**config.mk**
```make
export PLATFORM = sky130hd
export DESIGN_NAME = fetch_stage
export DESIGN_NICKNAME = d
export VERILOG_FILES = /design/src/rtl/cpu_types_pkg.sv /design/src/rtl/branch_target_buffer.sv /design/src/rtl/fetch_stage.sv
export SDC_FILE = /design/constraint.sdc
export NUM_CORES = 2
export LEC_CHECK = 0
export ABC_AREA = 1
export CAP_MARGIN = 15
export CORE_AREA = 5 5 497 499
export CTS_BUF_LIST = sky130_fd_sc_hd__clkbuf_8
export CTS_CLUSTER_SIZE = 30
export DETAILED_ROUTE_END_ITERATION = 10
export DIE_AREA = 0 0 502 504
export SLEW_MARGIN = 15
export SYNTH_ARGS = -nofsm -noshare
export SYNTH_HDL_FRONTEND = slang
export SYNTH_HIERARCHICAL = 1
export SYNTH_SLANG_ARGS = --single-unit
```
**constraint.sdc**
```tcl
create_clock -name CLK -period 3 [get_ports CLK]
set_input_delay 0.6 -clock CLK [delete_from_list [all_inputs] [get_ports CLK]]
set_output_delay 0.6 -clock CLK [all_outputs]
set_load 0.03 [all_outputs]
```
**src/rtl/cpu_types_pkg.sv**
```systemverilog
// Shared types for the front end of the pipelined MIPS core.
package cpu_types_pkg;

  typedef logic [31:0] word_t;

  // Widest tag needed: a 2-entry BTB leaves 29 tag bits above idx and byte offset.
  localparam int TAG_MAX_W = 29;

  localparam logic [1:0] BTB_CTR_WNT = 2'b01;
  localparam logic [1:0] BTB_CTR_WT  = 2'b10;

  typedef struct packed {
    logic                 valid;
    logic [TAG_MAX_W-1:0] tag;
    word_t                target;
    logic [1:0]           ctr;
  } btb_entry_t;

  typedef struct packed {
    logic  valid;
    word_t instr;
    word_t pc;
    word_t npc;
    logic  pred;
    word_t ptarget;
  } ifid_t;

endpackage

```
**src/rtl/branch_target_buffer.sv**
```systemverilog
// Direct-mapped BTB with 2-bit saturating counters.
// The lookup is combinational; training is registered, so a lookup of the same index sees the old contents.
module branch_target_buffer
  import cpu_types_pkg::*;
#(
  parameter int BTB_ENTRIES = 16
) (
  input  logic  CLK,
  input  logic  nRST,
  input  word_t lu_pc,
  output logic  lu_hit,
  output word_t lu_target,
  input  logic  upd_en,
  input  word_t upd_pc,
  input  word_t upd_target,
  input  logic  upd_taken
);

  localparam int IDX_W = $clog2(BTB_ENTRIES);

  btb_entry_t r_btb [BTB_ENTRIES];

  logic [IDX_W-1:0]     w_lu_idx, w_upd_idx;
  logic [TAG_MAX_W-1:0] w_lu_tag, w_upd_tag;
  btb_entry_t           w_lu_e, w_upd_e;
  logic                 w_upd_hit;
  logic                 w_unused;

  assign w_lu_idx  = lu_pc[IDX_W+1:2];
  assign w_upd_idx = upd_pc[IDX_W+1:2];
  assign w_lu_tag  = TAG_MAX_W'(lu_pc[31:IDX_W+2]);
  assign w_upd_tag = TAG_MAX_W'(upd_pc[31:IDX_W+2]);
  assign w_unused  = ^{lu_pc[1:0], upd_pc[1:0]};

  assign w_lu_e    = r_btb[w_lu_idx];
  assign w_upd_e   = r_btb[w_upd_idx];
  assign w_upd_hit = w_upd_e.valid && (w_upd_e.tag == w_upd_tag);

  assign lu_hit    = w_lu_e.valid && (w_lu_e.tag == w_lu_tag) && w_lu_e.ctr[1];
  assign lu_target = w_lu_e.target;

  always_ff @(posedge CLK or negedge nRST) begin
    if (!nRST) begin
      for (int i = 0; i < BTB_ENTRIES; i++) begin
        r_btb[i] <= '{valid: 1'b0, tag: '0, target: '0, ctr: BTB_CTR_WNT};
      end
    end else if (upd_en) begin
      if (w_upd_hit) begin
        if (upd_taken) begin
          r_btb[w_upd_idx].target <= upd_target;
          if (w_upd_e.ctr != 2'b11) r_btb[w_upd_idx].ctr <= w_upd_e.ctr + 2'd1;
        end else if (w_upd_e.ctr != 2'b00) begin
          r_btb[w_upd_idx].ctr <= w_upd_e.ctr - 2'd1;
        end
      end else if (upd_taken) begin
        // Only taken branches earn an entry; a not-taken miss would just evict useful state.
        r_btb[w_upd_idx] <= '{valid: 1'b1, tag: w_upd_tag, target: upd_target, ctr: BTB_CTR_WT};
      end
    end
  end

endmodule

```
**src/rtl/fetch_stage.sv**
```systemverilog
// Instruction fetch: PC register, BTB-predicted next-PC mux, IF/ID latch and sticky halt.
module fetch_stage
  import cpu_types_pkg::*;
#(
  parameter word_t PC_INIT     = 32'h0,
  parameter int    BTB_ENTRIES = 16
) (
  input  logic  CLK,
  input  logic  nRST,
  input  logic  ihit,
  input  word_t iload,
  output logic  iREN,
  output word_t iaddr,
  input  logic  stall,
  input  logic  redirect,
  input  word_t redirect_pc,
  input  logic  halt,
  input  logic  upd_en,
  input  word_t upd_pc,
  input  word_t upd_target,
  input  logic  upd_taken,
  output logic  ifid_valid,
  output word_t ifid_instr,
  output word_t ifid_pc,
  output word_t ifid_npc,
  output logic  ifid_pred,
  output word_t ifid_ptarget
);

  word_t r_pc;
  logic  r_halted;
  ifid_t r_ifid;

  word_t w_pc4;
  logic  w_pred;
  word_t w_btb_target;
  word_t w_ptarget;
  logic  w_hold_pc;

  branch_target_buffer #(.BTB_ENTRIES(BTB_ENTRIES)) u_btb (
    .CLK        (CLK),
    .nRST       (nRST),
    .lu_pc      (r_pc),
    .lu_hit     (w_pred),
    .lu_target  (w_btb_target),
    .upd_en     (upd_en),
    .upd_pc     (upd_pc),
    .upd_target (upd_target),
    .upd_taken  (upd_taken)
  );

  assign w_pc4     = r_pc + 32'd4;
  assign w_ptarget = w_pred ? w_btb_target : w_pc4;
  assign w_hold_pc = r_halted || halt || stall || !ihit;

  assign iREN  = !r_halted;
  assign iaddr = r_pc;

  always_ff @(posedge CLK or negedge nRST) begin
    if (!nRST) begin
      r_pc <= {PC_INIT[31:2], 2'b00};
    end else if (redirect) begin
      r_pc <= {redirect_pc[31:2], 2'b00};
    end else if (!w_hold_pc) begin
      r_pc <= {w_ptarget[31:2], 2'b00};
    end
  end

  // A HALT that is being squashed by a redirect never reached a committed path.
  always_ff @(posedge CLK or negedge nRST) begin
    if (!nRST) begin
      r_halted <= 1'b0;
    end else if (halt && !redirect) begin
      r_halted <= 1'b1;
    end
  end

  always_ff @(posedge CLK or negedge nRST) begin
    if (!nRST) begin
      r_ifid <= '0;
    end else if (redirect || r_halted || halt) begin
      r_ifid <= '0;
    end else if (stall) begin
      r_ifid <= r_ifid;
    end else if (ihit) begin
      r_ifid <= '{valid: 1'b1, instr: iload, pc: r_pc, npc: w_pc4,
                  pred: w_pred, ptarget: w_ptarget};
    end else begin
      r_ifid <= '0;
    end
  end

  assign ifid_valid   = r_ifid.valid;
  assign ifid_instr   = r_ifid.instr;
  assign ifid_pc      = r_ifid.pc;
  assign ifid_npc     = r_ifid.npc;
  assign ifid_pred    = r_ifid.pred;
  assign ifid_ptarget = r_ifid.ptarget;

endmodule

```
==> qor.yml <==
status: "finished with violations"
violations: "negative setup slack"
layout_setup_ws_ps: -732.6
regArea_mm2: 0.02839
chipWidth_um: 502
path_clk_slew_ps: 70
synth_edf_count: 0
worstSetupStartpoint: "iaddr[2]"
cts_tree: "done"
ys_async_sr_fraction_pct: 100.0
antenna_found_initial: 21
ys_ff_latch: 1133
antenna_left: 0
post_drt_wl_per_cell_um: 20.62
setup-violations-final: 63
wl_met1_um: 100700
synth.yosys.warnings: 6
insertion_delay_ps: 940
p_leak_nw: 34.23
drt_iter0_markers: 6952
final_util_pct: 30.27
ios: 299
finalWirelength_um: 238000
routed_via_density: 4.992
holdWs_ps: 163.9
cts.sinks: 1133
r2r-end: "iaddr[10]"
cts_made_buffers: 189
reg2regPathDepth: 22
hold_violations: 0
via_count: 57620
fin_crit_sh_pct: 124.4
rrSetupSlack_ps: -730
nets: 8330
fin_cells: 11540
worstPathMaxFanout: 17
cellPowerDensity_mw_per_mm2: 588.5
cp_data_required_time_ps: 3850
critical_path_class: "flip-flop to flip-flop"
crit_arrival_ps: 4580
ys_types: 46
fin_total_pwr_mw: 43.13
portBuffers: 288
wl_met3_um: 22380
dr.pass1.iters: 6
post-route-drc-count: 0
nFillCells: 25480
cts_buffer_depth: 3
startpoint_type: "flip-flop"
area_growth_pct: 26.74
final_common_cell: "nand2_1"
grt_pass1_vias: 54070
layout-drive-gt1-share_pct: 12.80
grt.total_usage_pct: 18.03
fmax_mhz: 267.9
min-delay-path-class: "primary input to asynchronous set/reset pin"
met2_length_um: 105200
fin_crit_ps: 3733
dieArea_mm2: 0.2530
syn-cell-area_mm2: 0.05783
finalMaxSlewViolations: 0
dieHeight_um: 504
layout_common_cells: "nand2_1, o21ai_0, dfrtp_1, nor2_1, buf_4"
avgSynthCellArea_um2: 7.539
dp.cells: 11180
fin_skew_ps: 51.63
endpoint: "iaddr[10]"
synth_flop_cell: "dfrtp_1"
slew_headroom_pct: 37.84
tightest_slew_ps: 932.5
grt-ovfl-total: 0
dp_hpwl_um: 161600
worstSetupEndpointType: "flip-flop"
cts-root-buf: "clkbuf_8"
routabilityCongestion: 0.9424
top_layer_used: "met5"
multi_input_area_mm2: 0.02574
rows: 181
start_util_pct: 23.89
seq_area_frac_synth_pct: 49.06
rr_startpoint: "iaddr[2]"
rsz0062_at_grt: "yes"
grt_max_degree: 157
core_mm2: 0.2421
cts_max_level: 4
drv_cap: 0
grt_first_pass_wirelength_um: 352600
vdd_ir_drop_max_uv: 475.3
syn_inst: 7670
-- how the worst min path moves through the flow --
stage | slack (ps) | endpoint | depth (start not counted)
final | 160 | u_btb/r_btb[849] | 2
after global routing | 120 | u_btb/r_btb[914] | 2
after CTS | 70 | u_btb/r_btb[849] | 2
after detailed placement | 460 | u_btb/r_btb[896] | 2
after global placement | 450 | u_btb/r_btb[640] | 2
after floorplan | 300 | iaddr[10] | 0
-- final cells by class --
class	instances	share of cell area [%]
inverter	394	2.095
antenna	11	0.03756
timing repair buffer	911	13.36
timing repair inverter	2	0.04951
tap	3202	5.466
multi-input combinational	5560	35.11
clock buffer	234	4.394
sequential	1133	38.73
clock inverter	96	0.7477
-- worst max-delay path, stage by stage, from the launching register on --
cell	delay (ps)
dfrtp_4	600
buf_12	190
inv_16	60
buf_16	160
o21ai_0	170
o22ai_1	100
o211ai_1	250
nand2_2	130
buf_12	160
nand2_1	50
o21ai_0	100
nor2_1	130
nand2_1	60
nor2_1	80
nand3b_1	140
nor2_4	180
clkinv_4	110
buf_12	160
nor2_4	140
clkinvlp_4	270
nand2_2	130
o21ai_1	100
nand3_1	110
-- kinds of logic after synthesis --
logic type / count (synthesis) / share of synthesized area, %
adder cells (fa/ha/maj): 3 / 0.06492
AND/OR/NAND/NOR: 3423 / 23.26
buffers and inverters: 982 / 7.093
other: 1 / 0.006485
flip-flops: 1133 / 49.06
XOR/XNOR: 9 / 0.1363
AO/OA/AOI/OAI: 2119 / 20.38
-- synth_stat cells (4+ instances only) --
library cell,number,area (µm²)
a22oi_1,6,45.04
inv_1,369,1385
dfrtp_1,1117,27950
nand2_4,12,135.1
o221ai_1,125,1095
inv_2,19,71.32
buf_1,23,86.33
o21ai_0,1376,6887
dfstp_2,16,420.4
buf_4,50,375.4
nand2_1,2542,9542
o311ai_0,4,35.03
nand4_1,20,125.1
o21ai_1,174,870.8
o22ai_1,72,450.4
nor2_2,15,93.84
nand2_2,8,50.05
clkbuf_2,4,20.02
or2_2,18,112.6
nor3_1,8,40.04
clkbuf_1,389,1460
buf_2,112,560.5
o21a_1,76,570.6
a22o_1,38,332.8
buf_6,8,90.09
clkinv_1,5,18.77
a21oi_1,146,730.7
o31ai_1,16,120.1
nor2_1,549,2061
xor2_1,6,52.55
nand3_1,240,1201
o211ai_1,81,608.1
-- sequential cells by signal (all words and copies together) (netlist names) --
name and flops:
ifid_pc 30, u_btb/r_btb 976, ifid_instr 32, r_halted 1, ifid_pred 1, ifid_npc 30
iaddr 30, ifid_valid 1, ifid_ptarget 32
-- report_power, final --
| group | switching [mW] | internal (mW) | total, mW |
|---|---|---|---|
| clock network | 6.69 | 7.34 | 14.0 |
| logic | 5.96 | 3.72 | 9.68 |
| registers | 1.65 | 17.8 | 19.4 |
-- repair_timing --
| action | 4_1_cts | 5_1_grt |
|---|---|---|
| buffers inserted | 7 | 12 |
| gates cloned | 3 | 4 |
| gates resized for setup | 32 | 127 |
| hold endpoints to repair | 380 | 0 |
| endpoints found under the setup margin | 73 | 250 |
| hold buffers | 1 | 0 |
| pin swaps | 11 | 35 |
-- metrics by stage --
stage               setup slack (ps)  TNS [ps]  area, µm²
floorplan                      2.371         0      57890
finish                        -732.6    -35950      73290
global placement              -908.9   -384820      68760
global route                  -817.1    -42850      73280
CTS                           -623.7    -31680      72760
detailed placement            -950.1   -381680      68760
-- per-layer routing --
metal	GRT usage (%)	up-vias
li1	-	26320
met1	24.89	27940
met2	27.43	2856
met3	4.007	498
met4	7.013	8
met5	0	-
(Power assumes the default switching activity.)
